### config.mk
export PLATFORM = sky130hd
export DESIGN_NAME = deal_controller
export DESIGN_NICKNAME = d
export VERILOG_FILES = /design/src/rtl/deal_controller.sv
export SDC_FILE = /design/constraint.sdc
export NUM_CORES = 1
export LEC_CHECK = 0
export BUFFER_PORTS_ARGS = -buffer_cell sky130_fd_sc_hd__buf_2
export CAP_MARGIN = 30
export CORE_AREA = 10 10 47 49
export DETAILED_ROUTE_END_ITERATION = 16
export DIE_AREA = 0 0 57 59
export PLACE_DENSITY = 0.72
export SKIP_CTS_REPAIR_TIMING = 1
export SLEW_MARGIN = 15
export SYNTH_ARGS = -nofsm -noshare
export SYNTH_HDL_FRONTEND = slang
export SYNTH_SLANG_ARGS = --single-unit
### constraint.sdc
create_clock -name slow_clock -period 1.8 [get_ports slow_clock]
set_input_delay 0.36 -clock slow_clock [delete_from_list [all_inputs] [get_ports slow_clock]]
set_output_delay 0.36 -clock slow_clock [all_outputs]
set_load 0.02 [all_outputs]
### src/rtl/deal_controller.sv
// deal_controller: Baccarat dealing sequencer (Moore FSM).
// Steps the datapath through loading two cards each for player and dealer,
// applies the third-card rules, then shows the result on the win lights.
// Optional debug port: define DEAL_STATE_DEBUG_EN to expose the state as state_dbg.
module deal_controller (
    input  logic       slow_clock,
    input  logic       resetb,
    input  logic [3:0] pscore,
    input  logic [3:0] dscore,
    input  logic [3:0] pcard3,
`ifdef DEAL_STATE_DEBUG_EN
    output logic [3:0] state_dbg,
`endif
    output logic       load_pcard1,
    output logic       load_pcard2,
    output logic       load_pcard3,
    output logic       load_dcard1,
    output logic       load_dcard2,
    output logic       load_dcard3,
    output logic       player_win_light,
    output logic       dealer_win_light
);

    typedef enum logic [3:0] {
        StP1   = 4'd0,
        StD1   = 4'd1,
        StP2   = 4'd2,
        StD2   = 4'd3,
        StEval = 4'd4,
        StP3   = 4'd5,
        StBank = 4'd6,
        StD3   = 4'd7,
        StDone = 4'd8
    } state_e;

    state_e state_q, state_d;

    logic       natural;
    logic       p_low;
    logic       p_stand;
    logic       d_low;
    logic [3:0] bank_v;
    logic       dealer_draws;

    // Score classification; scores 10-15 fall into none of these buckets.
    always_comb begin
        natural = ((pscore >= 4'd8) && (pscore <= 4'd9)) ||
                  ((dscore >= 4'd8) && (dscore <= 4'd9));
        p_low   = (pscore <= 4'd5);
        p_stand = (pscore == 4'd6) || (pscore == 4'd7);
        d_low   = (dscore <= 4'd5);
    end

    // Banker third-card rule, keyed on the player's third card value.
    always_comb begin
        bank_v       = 4'd0;
        dealer_draws = 1'b0;
        // Face cards (10-13) and "no card" count as zero.
        if ((pcard3 >= 4'd1) && (pcard3 <= 4'd9)) begin
            bank_v = pcard3;
        end
        case (dscore)
            4'd0, 4'd1, 4'd2: dealer_draws = 1'b1;
            4'd3:             dealer_draws = (bank_v != 4'd8);
            4'd4:             dealer_draws = (bank_v >= 4'd2) && (bank_v <= 4'd7);
            4'd5:             dealer_draws = (bank_v >= 4'd4) && (bank_v <= 4'd7);
            4'd6:             dealer_draws = (bank_v >= 4'd6) && (bank_v <= 4'd7);
            default:          dealer_draws = 1'b0;
        endcase
    end

    // State register; reset forces the first load state immediately.
    always_ff @(posedge slow_clock or negedge resetb) begin
        if (!resetb) begin
            state_q <= StP1;
        end else begin
            state_q <= state_d;
        end
    end

    // Next-state logic.
    always_comb begin
        state_d = StP1;
        case (state_q)
            StP1:   state_d = StD1;
            StD1:   state_d = StP2;
            StP2:   state_d = StD2;
            StD2:   state_d = StEval;
            StEval: begin
                if (natural) begin
                    state_d = StDone;
                end else if (p_low) begin
                    state_d = StP3;
                end else if (p_stand && d_low) begin
                    state_d = StD3;
                end else begin
                    state_d = StDone;
                end
            end
            StP3:   state_d = StBank;
            StBank: state_d = dealer_draws ? StD3 : StDone;
            StD3:   state_d = StDone;
            StDone: state_d = StDone;
            // Unused encodings recover to the start of a hand.
            default: state_d = StP1;
        endcase
    end

    // Moore outputs: one load enable per load state, lights only when done.
    always_comb begin
        load_pcard1      = 1'b0;
        load_pcard2      = 1'b0;
        load_pcard3      = 1'b0;
        load_dcard1      = 1'b0;
        load_dcard2      = 1'b0;
        load_dcard3      = 1'b0;
        player_win_light = 1'b0;
        dealer_win_light = 1'b0;
        case (state_q)
            StP1:   load_pcard1 = 1'b1;
            StD1:   load_dcard1 = 1'b1;
            StP2:   load_pcard2 = 1'b1;
            StD2:   load_dcard2 = 1'b1;
            StP3:   load_pcard3 = 1'b1;
            StD3:   load_dcard3 = 1'b1;
            StDone: begin
                // A tie lights both.
                player_win_light = (pscore >= dscore);
                dealer_win_light = (dscore >= pscore);
            end
            default: ;
        endcase
    end

`ifdef DEAL_STATE_DEBUG_EN
    assign state_dbg = state_q;
`endif

endmodule

==> results.py <==
metrics = {
    "outcome": {
        "run_status": "complete, but fails checks",
        "failed_checks": "setup timing",
    },
    "pwr": {
        "ir_drop_v": 0.0003710,
        "cellPowerDensity_nw_per_um2": 395.9,
        "total_leakage_power_nw": 0.3916,
        "total_power_mw": 0.3096,
    },
    "logic_synthesis": {
        "synthesis.area_per_instance_um2": 8.184,
        "synth_sequential_area_ratio": 0.2005,
        "cell_type_contributing_the_most_total_cell_area_after_synthesis": "sky130_fd_sc_hd__dfrtp_1",
        "yosys.cell_count.top_type": "sky130_fd_sc_hd__nor2_1",
        "ys.warnings.count": 0,
        "post_synthesis_sequential_element_count": 4,
        "synthCells": 61,
        "number_of_flops_mapped_to_enable_cells_by_yosys": 0,
        "ys_types": 30,
        "postSynthNetCount": 79,
        "postSynth.asyncResetShare": 1.000,
        "synth_commonest_cells": "sky130_fd_sc_hd__nor2_1, sky130_fd_sc_hd__inv_1",
        "cell_area_after_synthesis_um2": 499.2,
        "dominantRegCellSynth": "sky130_fd_sc_hd__dfrtp_1",
        "netlist.area_leader.share": 0.2005,
        "synth.top_cells.by_area": "sky130_fd_sc_hd__dfrtp_1, sky130_fd_sc_hd__ha_1, sky130_fd_sc_hd__a2111oi_4, sky130_fd_sc_hd__nor2_1, sky130_fd_sc_hd__nor3_1",
    },
    "placement": {
        "dp_cells": 104,
        "place.gp.congestion": 0.7935,
        "port-buffer-count": 21,
        "detailedPlacementHpwl_mm": 1.317,
    },
    "clock_network": {
        "clkSlewWorstSetupHoldPaths_ps": 40,
        "root_buffer": "sky130_fd_sc_hd__clkbuf_4",
        "cts_buffers": 3,
        "cts_max_path_buffers": 2,
        "clkLatencyLatePin_ps": 230,
        "cts_tree": "done",
        "clock_tree.htree_level_count": 1,
        "numClockSinks": 4,
    },
    "worst_setup_path": {
        "critical_path_peak_fanout": 2,
        "crit_type": "in2out",
        "worstPathRequired_ps": 1440,
        "worstSetupStartpointType": "input port",
        "crit_top_cell": "sky130_fd_sc_hd__o21a_1",
        "worst_path_largest_cell_delay_ps": 270,
        "worstPathCellList": "buf_8, inv_4, ha_4, nor2b_1, o21a_1, o21a_1, o31a_1, buf_6",
        "reg2reg_slack_ps": 360,
        "timing.rr.start": "state_q[3]$_DFF_PN0_",
        "cp_num_buf_inv": 3,
        "critical_path.endpoint": "dealer_win_light",
        "cp.depth": 8,
        "critical_path.slowest_cell": "sky130_fd_sc_hd__o31a_1",
        "reg2reg_to": "state_q[3]$_DFF_PN0_",
        "timing.critical_path.arrival_ps": 1600,
        "worstSetupEndpointType": "output port",
        "timing.critical_path.max_delay_family": "compound AO/OA/AOI/OAI gates",
        "r2r.worst_path.cells": 4,
        "setup.worst_path.start": "pscore[1]",
    },
    "route": {
        "drc_errors": 0,
        "routed_via_density": 5.312,
        "avgRoutedWirePerCell_um": 14.46,
        "detail_route.iter0.violations": 7,
        "postRouteAntennaNets": 0,
        "drt_pre_antenna_iters": 4,
        "routed-via-count": 579,
        "wl_mm": 1.576,
    },
    "sta": {
        "tightest_slew_ps": 385.7,
        "worst_slew_margin_rel": 0.7396,
        "finalCritPeriodShare": 1.087,
        "slew_viol_final": 0,
        "post_route_setup_slack_ps": -156.8,
        "finalHoldWorstSlack_ps": 464.9,
        "final-hold-violation-count": 0,
        "fmaxAchievable_mhz": 511.0,
        "tns_setup_ps": -290.5,
        "setup_viol": 2,
        "layout_min_cycle_time_ps": 1957,
        "unrepaired_setup_endpoints_after_global_routing": "yes",
        "finClkSkew_ps": 2.970,
    },
    "min_path": {
        "worstHoldPathType": "in2async",
    },
    "grt": {
        "grt_antenna_before_repair": 0,
        "grt_pass1_wl_mm": 2.504,
        "grtUsageTotal": 0.09047,
        "overflow": 0,
        "largest_net_degree_at_the_start_of_global_routing": 13,
        "grt_pass1_vias": 606,
    },
    "job": {
        "drv_cap": 0,
    },
    "floorplanning": {
        "die-area_um2": 3363,
        "chipWidth_um": 57,
        "floorplan.core_area_um2": 1401,
        "std_cell_rows": 14,
        "starting_density_of_the_core": 0.3563,
        "die_y_um": 59,
        "ioPinCount": 22,
    },
    "final_layout": {
        "syn2layout_area_growth_pct": 56.64,
        "fill_cells": 140,
        "antenna_cells": 0,
        "max_flop_register": "state_q",
        "post_route_cells_drive_above_1_share": 0.4516,
        "final-instance-count-excl-fill": 109,
        "largest_register_ffs": 4,
        "register_area_um2": 100.1,
        "reg.largest.list": "state_q: 4 flops",
        "multi_input_area_um2": 397.9,
        "finish.net_count": 113,
    },
}
-- power breakdown --
| part | internal, mW | switching, mW | total, mW |
|---|---|---|---|
| Clock | 0.0741 | 0.0307 | 0.105 |
| Sequential | 0.0905 | 0 | 0.0905 |
| Combinational | 0.0624 | 0.0518 | 0.114 |
-- layout make-up --
| cell class | instances | share of cell area |
|---|---|---|
| Multi-Input combinational cell | 48 | 0.5088 |
| Sequential cell | 4 | 0.1280 |
| Tap cell | 16 | 0.02560 |
| Timing Repair Buffer | 33 | 0.2816 |
| Inverter | 5 | 0.02720 |
| Clock buffer | 3 | 0.02880 |
-- through the flow --
step / setup slack (ps) / area, µm² / util
after floorplan: -10.50 / 531.8 / -
after global placement: -214.0 / 716.9 / 0.5116
after detailed placement: -243.8 / 716.9 / 0.5116
after CTS: -250.6 / 739.5 / 0.5277
after global routing: -184.6 / 782.0 / 0.5580
final: -156.8 / 782.0 / 0.5580
-- layout by cell type, fill, tap and decap left out, drive strengths merged, types with 3 or more instances in the layout --
master  Yosys  layout
nor2        6       6
buf         1      32
inv         5       5
dfrtp       4       4
nand2       4       4
nor3        4       4
ha          4       4
clkbuf      3       3
a21oi       3       3
-- worst min-delay path by stage --
stage	from	to	slack [ps]
3_5_place_dp	resetb	state_q[3]$_DFF_PN0_	170
3_3_place_gp	resetb	state_q[0]$_DFF_PN0_	170
2_1_floorplan	resetb	state_q[0]$_DFF_PN0_	60
4_1_cts	resetb	state_q[3]$_DFF_PN0_	-80
6_report	resetb	state_q[3]$_DFF_PN0_	460
5_1_grt	resetb	state_q[0]$_DFF_PN0_	480
-- per-layer routing --
metal	wire [µm]	global-route usage
met4	0	0.03020
met5	0	0
met1	678	0.09069
met2	786	0.1643
met3	111	0.03863
-- kinds of logic after synthesis --
kind of cell,after synthesis,synth area share
fa+ha+maj,4,0.1003
buf+inv,9,0.06766
flops,4,0.2005
compound gates,15,0.2857
simple gates,29,0.3459
No activity file was read; power rests on OpenSTA's default activity.
